===== config.mk =====
export PLATFORM = sky130hd
export DESIGN_NAME = uart_rx
export DESIGN_NICKNAME = d
export VERILOG_FILES = /design/src/rtl/uart_pkg.sv /design/src/rtl/sync_2ff.sv /design/src/rtl/uart_rx.sv
export SDC_FILE = /design/constraint.sdc
export NUM_CORES = 1
export LEC_CHECK = 0
export CAP_MARGIN = 20
export CORE_MARGIN = 3
export CORE_UTILIZATION = 52
export CTS_CLUSTER_DIAMETER = 200
export CTS_CLUSTER_SIZE = 20
export DETAILED_ROUTE_END_ITERATION = 10
export PLACE_DENSITY = 0.82
export SLEW_MARGIN = 15
export SYNTH_ARGS = -nofsm -noshare
export SYNTH_HDL_FRONTEND = slang
export SYNTH_SLANG_ARGS = --single-unit

===== constraint.sdc =====
create_clock -name clock -period 2.1 [get_ports clock]
set_clock_uncertainty 0.05 [all_clocks]
set_input_delay 0.42 -clock clock [delete_from_list [all_inputs] [get_ports clock]]
set_output_delay 0.42 -clock clock [all_outputs]
set_load 0.02 [all_outputs]

===== src/rtl/uart_pkg.sv =====
// Shared UART definitions: receiver state encoding, frame width and default baud setup
// common to both ends of the link.
package uart_pkg;

  localparam int DATA_BITS     = 8;
  localparam int CLK_FREQ_DEF  = 100_000_000;
  localparam int BAUD_RATE_DEF = 9600;

  typedef enum logic [2:0] {
    IDLE      = 3'd0,
    START     = 3'd1,
    DATA      = 3'd2,
    STOP      = 3'd3,
    WAIT_IDLE = 3'd4
  } state_t;

endpackage


===== src/rtl/sync_2ff.sv =====
// Two-flop synchronizer for a single asynchronous input; both flops reset to RESET_VAL.
module sync_2ff #(
  parameter logic RESET_VAL = 1'b1
) (
  input  logic clk_i,
  input  logic rst_ni,
  input  logic d_i,
  output logic q_o
);

  logic meta_q;
  logic sync_q;

  always_ff @(posedge clk_i or negedge rst_ni) begin
    if (!rst_ni) begin
      meta_q <= RESET_VAL;
      sync_q <= RESET_VAL;
    end else begin
      meta_q <= d_i;
      sync_q <= meta_q;
    end
  end

  assign q_o = sync_q;

endmodule


===== src/rtl/uart_rx.sv =====
// 8N1 UART receiver: synchronizes rx, samples each bit at its middle and emits one-cycle
// valid / framing-error strobes.
//
//   state     | meaning
//   IDLE      | line idle, waiting for a low level (start bit)
//   START     | half-bit delay, then confirm start bit is still low
//   DATA      | sample 8 data bits, one per bit period, LSB first
//   STOP      | sample stop bit; 1 -> deliver byte, 0 -> framing error
//   WAIT_IDLE | after a framing error, wait for the line to return high
module uart_rx
  import uart_pkg::*;
#(
  parameter int CLK_FREQ  = CLK_FREQ_DEF,
  parameter int BAUD_RATE = BAUD_RATE_DEF
) (
  input  logic                 clock,
  input  logic                 reset,
  input  logic                 rx,
  output logic [DATA_BITS-1:0] rx_data,
  output logic                 rx_valid,
  output logic                 rx_frame_err,
  output logic                 rx_busy
);

  localparam int CLKS_PER_BIT = CLK_FREQ / BAUD_RATE;
  localparam int HALF_BIT     = CLKS_PER_BIT / 2;
  localparam int CNT_W        = $clog2(CLKS_PER_BIT);
  localparam int BIT_W        = $clog2(DATA_BITS);

  localparam logic [CNT_W-1:0] BIT_LOAD  = CNT_W'(CLKS_PER_BIT - 1);
  localparam logic [CNT_W-1:0] HALF_LOAD = CNT_W'(HALF_BIT - 1);
  localparam logic [BIT_W-1:0] LAST_BIT  = BIT_W'(DATA_BITS - 1);

  logic                 rx_s;
  state_t               state_q;
  logic [CNT_W-1:0]     cnt_q;
  logic [BIT_W-1:0]     bit_q;
  logic [DATA_BITS-1:0] shift_q;
  logic [DATA_BITS-1:0] rx_data_q;
  logic                 valid_q;
  logic                 err_q;
  logic                 busy_q;

  sync_2ff #(.RESET_VAL(1'b1)) u_sync (
    .clk_i  (clock),
    .rst_ni (reset),
    .d_i    (rx),
    .q_o    (rx_s)
  );

  // cnt_q is a down-counter; a sample is taken on the cycle it reaches zero.
  always_ff @(posedge clock or negedge reset) begin
    if (!reset) begin
      state_q   <= IDLE;
      cnt_q     <= '0;
      bit_q     <= '0;
      shift_q   <= '0;
      rx_data_q <= '0;
      valid_q   <= 1'b0;
      err_q     <= 1'b0;
      busy_q    <= 1'b0;
    end else begin
      valid_q <= 1'b0;
      err_q   <= 1'b0;
      case (state_q)
        IDLE: begin
          if (!rx_s) begin
            state_q <= START;
            cnt_q   <= HALF_LOAD;
            busy_q  <= 1'b1;
          end
        end
        START: begin
          if (cnt_q != '0) begin
            cnt_q <= cnt_q - 1'b1;
          end else if (rx_s) begin
            state_q <= IDLE;
            busy_q  <= 1'b0;
          end else begin
            state_q <= DATA;
            cnt_q   <= BIT_LOAD;
            bit_q   <= '0;
          end
        end
        DATA: begin
          if (cnt_q != '0) begin
            cnt_q <= cnt_q - 1'b1;
          end else begin
            shift_q <= {rx_s, shift_q[DATA_BITS-1:1]};
            cnt_q   <= BIT_LOAD;
            if (bit_q == LAST_BIT) begin
              state_q <= STOP;
              bit_q   <= '0;
            end else begin
              bit_q <= bit_q + 1'b1;
            end
          end
        end
        STOP: begin
          if (cnt_q != '0) begin
            cnt_q <= cnt_q - 1'b1;
          end else begin
            busy_q <= 1'b0;
            // Leaving at mid-stop leaves half a bit to catch a back-to-back start edge.
            if (rx_s) begin
              rx_data_q <= shift_q;
              valid_q   <= 1'b1;
              state_q   <= IDLE;
            end else begin
              err_q   <= 1'b1;
              state_q <= WAIT_IDLE;
            end
          end
        end
        WAIT_IDLE: begin
          if (rx_s) state_q <= IDLE;
        end
        default: state_q <= IDLE;
      endcase
    end
  end

  assign rx_data      = rx_data_q;
  assign rx_valid     = valid_q;
  assign rx_frame_err = err_q;
  assign rx_busy      = busy_q;

endmodule

==> results of run 1 <==
## logic make-up after synthesis
logic type / Yosys count / synth area share [%]
AND/OR/NAND/NOR: 67 / 18.5
XOR/XNOR: 1 / 0.436
buffers and inverters: 11 / 2.24
adder cells (fa/ha/maj): 4 / 2.49
AO/OA/AOI/OAI: 48 / 16.1
flip-flops: 41 / 51.2
multiplexers: 16 / 8.97
## registers in the layout, summed over array words and instances (netlist names)
name / flops
u_sync.q_o: 1
rx_valid: 1
rx_busy: 1
bit_q: 3
cnt_q: 14
rx_frame_err: 1
u_sync.meta_q: 1
state_q: 3
rx_data: 8
shift_q: 8
## final cells by class
cell class | count | area, sq um
Sequential cell | 41 | 1030
Multi-Input combinational cell | 136 | 983
Fill cell | 245 | 890
Timing Repair Buffer | 51 | 430
Clock buffer | 7 | 86.3
Tap cell | 46 | 57.6
Clock inverter | 1 | 30.0
Inverter | 4 | 15.0
## metal layers
| metal | part of all wire, % | vias up | GRT usage (%) |
|---|---|---|---|
| met2 | 49 | 55 | 41.3 |
| met3 | 4.6 | 17 | 4.93 |
| met5 | 0 | - | 0 |
| met4 | 2.8 | 0 | 11.4 |
| met1 | 43 | 842 | 29.6 |
| li1 | - | 790 | - |
## worst paths after layout
kind	start	to
min reg2reg	u_sync.meta_q	u_sync.q_o
min in group clock	u_sync.meta_q	u_sync.q_o
max reg2reg	cnt_q[0]	cnt_q[5]
min	reset	cnt_q[13]
max	cnt_q[0]	cnt_q[5]
max in group asynchronous	reset	u_sync.meta_q
## cells in the final DEF, fill, tap and decap left out, drive strengths merged, types with 4 or more instances in the layout
cell type	instances
nand3	4
clkbuf	7
nor4	4
a21oi	10
nor2	18
buf	39
nand2	13
nor3	10
clkdlybuf4s50	12
dfrtp	39
inv	4
ha	4
mux2	16
o21ai	13
a22o	5
## critical path, cell delays in order, from the launching register on
cell and delay, ns:
dfrtp_1 0.40, inv_2 0.07, ha_2 0.17, nor4b_4 0.27, nand4_4 0.20, buf_4 0.20, nor3_1 0.22, buf_4 0.18
o21a_1 0.12, o22a_2 0.13
## what timing repair did
action	4_1_cts	5_1_grt
gates resized for setup	0	12
setup endpoints to repair	0	30
buffers inserted	0	3
## power by group through the flow
stage / sequential, mW / combinational, mW / clock [mW]
3_5_place_dp: 0.810 / 0.0289 / 0
2_1_floorplan: 0.809 / 0.00367 / 0
5_1_grt: 0.795 / 0.0328 / 0.701
4_1_cts: 0.794 / 0.0290 / 0.660
3_3_place_gp: 0.809 / 0.0275 / 0
6_report: 0.794 / 0.0289 / 0.660
==> summary.md, run 1 <==
Total power per unit cell area: 564 mW/mm^2. At the worst endpoint, the required time is 2.29 ns. The run gives 1738 as the number of global-route vias before repair. Measured against its own limit, the worst slew margin works out to 66.0%.

The count of hold-fix buffers inserted at cts was 0; the post-layout minimum cycle time was 2.06 ns. The first global-routing pass estimated 8310 um of wire. The flow ran to the end, and the final reports show no timing, DRC or antenna violations.

The run gives 4 as the iteration count of the initial detailed-routing pass. The detailed router placed 1704 vias in this run. The number of warnings printed during yosys synthesis was 0; the register bit count reported by yosys was 41.

The worst path meets setup with 0.0418 ns of slack. The upper clock frequency limit was 0.486 GHz; the count of inserted antenna diode cells was 0. The sequential cell area fraction in the yosys report is 51.2%.

The most instantiated library cell after synthesis is dfrtp_1. The run gives 3430 um as the HPWL after detailed placement. Number of synthesized flops with an enable pin: 0. The tools report the remaining number of nets flagged by the antenna check after routing as 0. The routed wire length came out at 5050 um.

The switching power was 0.294 mW; the share of post-route cells with drive strength above 1 was 34.2%. The largest area contributor in the netlist is dfrtp_1. The core outline area is 0.00352 sq mm.

The maximum fanout encountered on the critical timing path is 6, and the total I/O pin count is 14. The synthesized area divided by synthesized cell count was 10.7 sq um. The worst hold path belongs to the class input port to async pin. The longest clock path from root to sink contains 2 buffers.

At the placement stage, the worst setup path has a slack of 0.0609 ns. The largest net degree at the start of global routing is 42, and the quantity of I/O buffers inserted on ports is 13. For the post-layout net count, the log shows 246. The H-tree was split into 2 levels. The setup TNS after final layout was 0 ns. The number of placed instances, taps included, is 275. Among all flip-flop cells after synthesis, the most frequent one is dfrtp_1. DRC violation count after routing: 0. The logs give 0 for the final setup violation count and 0.04 ns for the worst setup slack for register-to-register paths.

The remaining global-route overflow is 0. The vias per cell was 5.96; the clock slew seen by the registers of the worst setup and hold paths was 0.08 ns. The full die area was 0.00464 sq mm.

The period utilization came out at 98.0%. The number of antenna violations at the first check in global routing is 0. Max-cap violations in this run came to 0. After detailed routing, the average wire length per cell comes to 17.6 um. When the netlist entered floorplanning its net count stood at 195. The tools report the number of distinct standard cells referenced by the synthesized netlist as 42. Synthesis produced 188 cells. Net switching is 19.8% of the power. The logs give 0.0343 ns for the worst hold slack after final layout and 74.7% for the post-route core utilization. Number of cell instances on the worst register-to-register path: 9. The tools report the clock share of power as 44.5%. The cell leakage power was 1.19 nW; the design internal power was 1.19 mW.

The start-to-end type of the worst setup path was flip-flop to flip-flop. The worst setup path is captured at a flip-flop. Number of failing hold endpoints at the final stage: 0. Row generation in the floorplan step produced 21 rows. After synthesis, the most frequently instantiated cells are dfrtp_1, nor2_1, mux2_2.

For the clock latency of the later-clocked register in the worst-skew pair, the log shows 0.29 ns. Per report_power, the sequential group accounts for 53.6% of the total. By area the synthesized netlist is led by dfrtp_1, mux2_2, nor2_1, o21ai_0, dfstp_2.

The fraction of synthesized cell area taken by the top area cell type came out at 48.6%. The initial utilization of the core area, before any placement, comes to 57.0%. In this run the cell area measured after placement is 0.00245 sq mm. TritonCTS built the clock tree.

The run gives 1.48 mW as the overall power after layout. Relative to the synthesized area, the layout overhead comes to 31.0%. STA puts the critical path data arrival time at 2.24 ns.

The cell area after layout was 0.00263 sq mm; the count of final max-slew check failures was 0. The async set-reset flop share out of synthesis works out to 100%. The clock tree root driver cell was clkbuf_8.

Counting the buffers created by CTS gives 5. The synthesized netlist occupies a cell area of 0.00201 sq mm. The run gives 24.4% as the overall fraction of global-route tracks in use. The final weighted congestion in routability-driven placement is 0.939. The worst setup path is launched from a flip-flop. In this run the vertical extent of the chip is 68.1 um. Excluding fillers, the count of instances in the completed layout stands at 286. The number of design-rule violations left by the first detailed-router iteration was 84; the pin slew with the least headroom to its limit was 0.506 ns. Combinational logic is responsible for 2.0% of the overall power. The die is 68.1 um wide. The worst-case vdd ir drop is 0.506 mV, and the total number of clock tree sinks is 41.
Note: power is estimated with default switching activity, not from simulation.
==> run 2: changes to the inputs <==
--- a/config.mk
+++ b/config.mk
@@ -6,7 +6,7 @@
 export NUM_CORES = 1
 export LEC_CHECK = 0
 export CAP_MARGIN = 20
-export CORE_MARGIN = 3
+export CORE_MARGIN = 8
 export CORE_UTILIZATION = 52
 export CTS_CLUSTER_DIAMETER = 200
 export CTS_CLUSTER_SIZE = 20
==> run 2 against run 1 <==
  * The run now ends with setup timing left
  * Design area grew 0.76%
  * Sequential cell count is the same
  * Cell count shrank 2.1%
  * Count of clock-buffer cells in the layout shrank 2
  * Maximum frequency shrank 2.7%
  * Combinational power shrank 18%
  * Routed wire length grew 2.5%
  * Global-route usage shrank 8.1 points
  * First-iteration DRC count grew 120%
  * Critical path depth shrank 4
  * Setup slack lost 0.056 ns
  * Sequential share of layout area shrank 0.25 points
  * Critical path type unchanged
  * Largest power group unchanged
==> summary.md, run 2 (synthesis gave the netlist of run 1 again) <==
The logs give 1 (was 0) for the final setup violation count and 1717 (was 1704) for the via total after detailed routing. Flip-flop count of the largest register after layout: 14 (unchanged). The design internal power was 1.28 mW (was 1.19 mW); the number of placement rows was 22 (was 21). The total power per unit cell area is 597 mW/mm^2 (was 564 mW/mm^2). The worst path arrival time is 2.24 ns (about the same).

The run gives 0.611 mV (was 0.506 mV) as the worst-case vdd ir drop. The run gives 2 (unchanged) as the buffer depth of the longest clock path. The run gives 5180 um (was 5050 um) as the routed wire length. For the H-tree level count, the log shows 2 (unchanged).

The switching power as a share of total power was 19.4% (was 19.8%); the clock slew seen by the registers of the worst setup and hold paths was 0.08 ns (about the same). The maximum fanout encountered on the critical timing path came out at 8 (was 6). The logs give 71.9% (was 74.7%) for the post-route core utilization and 0.473 GHz (was 0.486 GHz) for the upper clock frequency limit.

The run gives 42 (unchanged) as the largest net degree at the start of global routing. The run gives 0.903 (was 0.939) as the final weighted congestion in routability-driven placement. The first-pass GRT wire length came out at 8110 um (was 8310 um). The worst slew margin relative to its limit was 66.8% (was 66.0%); the count of hold-fix buffers inserted at cts was 0 (unchanged). Most common cell after layout, fill and taps aside: dfrtp_1 (unchanged). The cell leakage power was 1.16 nW (was 1.19 nW); the period utilization was 101% (was 98.0%).

Number of maximum-capacitance constraint violations: 0 (unchanged). The instance area after placement is 0.00235 sq mm (was 0.00245 sq mm). The non-filler instance count after layout was 280 (was 286); the overall power after layout was 1.58 mW (was 1.48 mW). Quantity of I/O buffers inserted on ports: 13 (unchanged). The logs give 0 (unchanged) for the count of final max-slew check failures and 1.5% (was 2.0%) for the part of the total power dissipated in combinational logic. For the clock share of power, the log shows 48.3% (was 44.5%). The placed cell count was 265 (was 275). The run gives -0.0144 ns (was 0.0418 ns) as the final worst-path setup slack. The tools report the kind of capture point of the worst setup path as a flip-flop (unchanged).

TritonCTS built the clock tree. HPWL after detailed placement: 3130 um (was 3430 um). The vias per cell is 6.13 (was 5.96). The tools report the number of filler instances in the final layout as 259 (was 245).

The start-to-end type of the worst setup path was flip-flop to flip-flop (unchanged). The die extent in x was 78.1 um (was 68.1 um). For the iteration count of the initial detailed-routing pass, the log shows 4 (unchanged). The pin slew with the least headroom to its limit is 0.493 ns (was 0.506 ns). The flow ran to the end, but the final reports show violations.

Setup TNS after final layout: -0.0144 ns (was 0 ns). Most used cells in the layout excluding fill and tap cells: dfrtp_1, buf_4, nor2_1 (unchanged). The final reports fail on setup timing. The starting utilization of the core area is 54.4% (was 57.0%), and the required time at the endpoint of the critical path is 2.23 ns (was 2.29 ns). The tools report the number of global-route vias before repair as 1646 (was 1738). The post-layout net count is 238 (was 246), and the total number of clock tree sinks is 41 (unchanged). The number of antenna violations at the first check in global routing is 0 (unchanged), and the post-placement worst setup slack is 0.0155 ns (was 0.0609 ns). Clock tree root driver cell: clkbuf_8 (unchanged).

The type of the worst min-delay path was input port to async pin (unchanged). The share of post-route cells with drive strength above 1 works out to 34.5% (was 34.2%). Clock latency of the later-clocked register in the worst-skew pair: 0.29 ns (about the same).

The remaining global-route overflow is 0 (unchanged). The full die area is 0.00611 sq mm (was 0.00464 sq mm), and the area added between synthesis and finish is 32.0% (was 31.0%). The run gives 0 (unchanged) as the DRC violation count after routing. The average wire length per cell after detail routing works out to 18.5 um (was 17.6 um). The core outline area is 0.00369 sq mm (was 0.00352 sq mm), and the number of design-rule violations left by the first detailed-router iteration is 184 (was 84). The number of failing hold endpoints at the final stage was 0 (unchanged); the switching power was 0.308 mW (was 0.294 mW). The floorplan die height is 78.1 um (was 68.1 um), and the post-layout minimum cycle time is 2.11 ns (was 2.06 ns). The remaining number of nets flagged by the antenna check after routing came out at 0 (unchanged).

For the total I/O pin count, the log shows 14 (unchanged). Register with the most flip-flops: cnt_q (unchanged). The total CTS buffers came out at 5 (unchanged). For the count of inserted antenna diode cells, the log shows 0 (unchanged). For the portion of total power attributed to sequential cells, the log shows 50.2% (was 53.6%).

The startpoint type of the worst setup path is a flip-flop (unchanged). Setup repair after global routing could not meet its margin everywhere. Cell area after layout: 0.00265 sq mm (was 0.00263 sq mm). For the worst hold slack after final layout, the log shows 0.127 ns (was 0.0343 ns).

For the overall fraction of global-route tracks in use, the log shows 16.3% (was 24.4%).
-- run 2: changes by cell type in the layout (fill, tap and decap cells not counted), moves of 3 or more --
| cell | before | now |
|---|---|---|
| buf_4 | 35 | 25 |
| mux2_2 | 16 | 8 |
| mux2_4 | 0 | 8 |
| buf_6 | 2 | 5 |
| nor3_1 | 10 | 7 |
| nor3_2 | 0 | 3 |
-- run 2: area by class of cell --
cell class / count / area, sq um / area share, %
Timing Repair Buffer: 43 / 369 / 13.9
Inverter: 4 / 15.0 / 0.566
Clock inverter: 3 / 68.8 / 2.60
Sequential cell: 41 / 1030 / 38.8
Multi-Input combinational cell: 136 / 1040 / 39.2
Tap cell: 48 / 60.1 / 2.27
Clock buffer: 5 / 68.8 / 2.60
-- run 2: routing by layer --
layer	up-vias	part of all wire (%)	GRT usage, %
met5	-	0	0
met4	0	2.8	7.59
met3	25	7.0	3.99
met2	77	48	25.5
met1	839	42	20.7
li1	776	-	-
-- run 2: path summary, 6_finish.rpt --
path,slack [ns],to,startpoint,cells past startpoint
worst max register to register,-0.01,rx_data[1],cnt_q[4],5
worst max-delay path,-0.01,rx_data[1],cnt_q[4],5
worst min register to register,0.31,u_sync.q_o,u_sync.meta_q,0
worst min-delay path,0.13,shift_q[3],reset,2
max in group asynchronous,1.51,cnt_q[4],reset,2
min in group clock,0.31,u_sync.q_o,u_sync.meta_q,0
-- run 2: what timing repair did --
item                       in CTS  in global routing
pin swaps                       1                  5
setup endpoints to repair      10                 32
resized for setup               4                 23
cloned                          0                  0
setup buffers                   1                  6
-- run 2: power by group through the flow --
| stage | combinational [mW] | sequential, mW | clock (mW) |
|---|---|---|---|
| finish | 0.0237 | 0.795 | 0.766 |
| global route | 0.0281 | 0.795 | 0.814 |
| CTS | 0.0239 | 0.794 | 0.776 |
| detailed placement | 0.0240 | 0.810 | 0 |
| global placement | 0.0238 | 0.810 | 0 |
| floorplan | 0.00367 | 0.809 | 0 |
-- run 2: worst max-delay path, stage by stage, from the launching register on --
cell     delay [ns]
dfrtp_2        0.45
or3_4          0.40
or3_4          0.37
nor4_4         0.18
buf_6          0.20
mux2_2         0.34
==> run 3: changes to the inputs <==
--- a/config.mk
+++ b/config.mk
@@ -8,7 +8,7 @@
 export CAP_MARGIN = 20
 export CORE_MARGIN = 8
 export CORE_UTILIZATION = 52
-export CTS_CLUSTER_DIAMETER = 200
+export CTS_CLUSTER_DIAMETER = 50
 export CTS_CLUSTER_SIZE = 20
 export DETAILED_ROUTE_END_ITERATION = 10
 export PLACE_DENSITY = 0.82
==> results of run 3 <==
No change in the layout: final DEF, timing and power equal those of run 2.
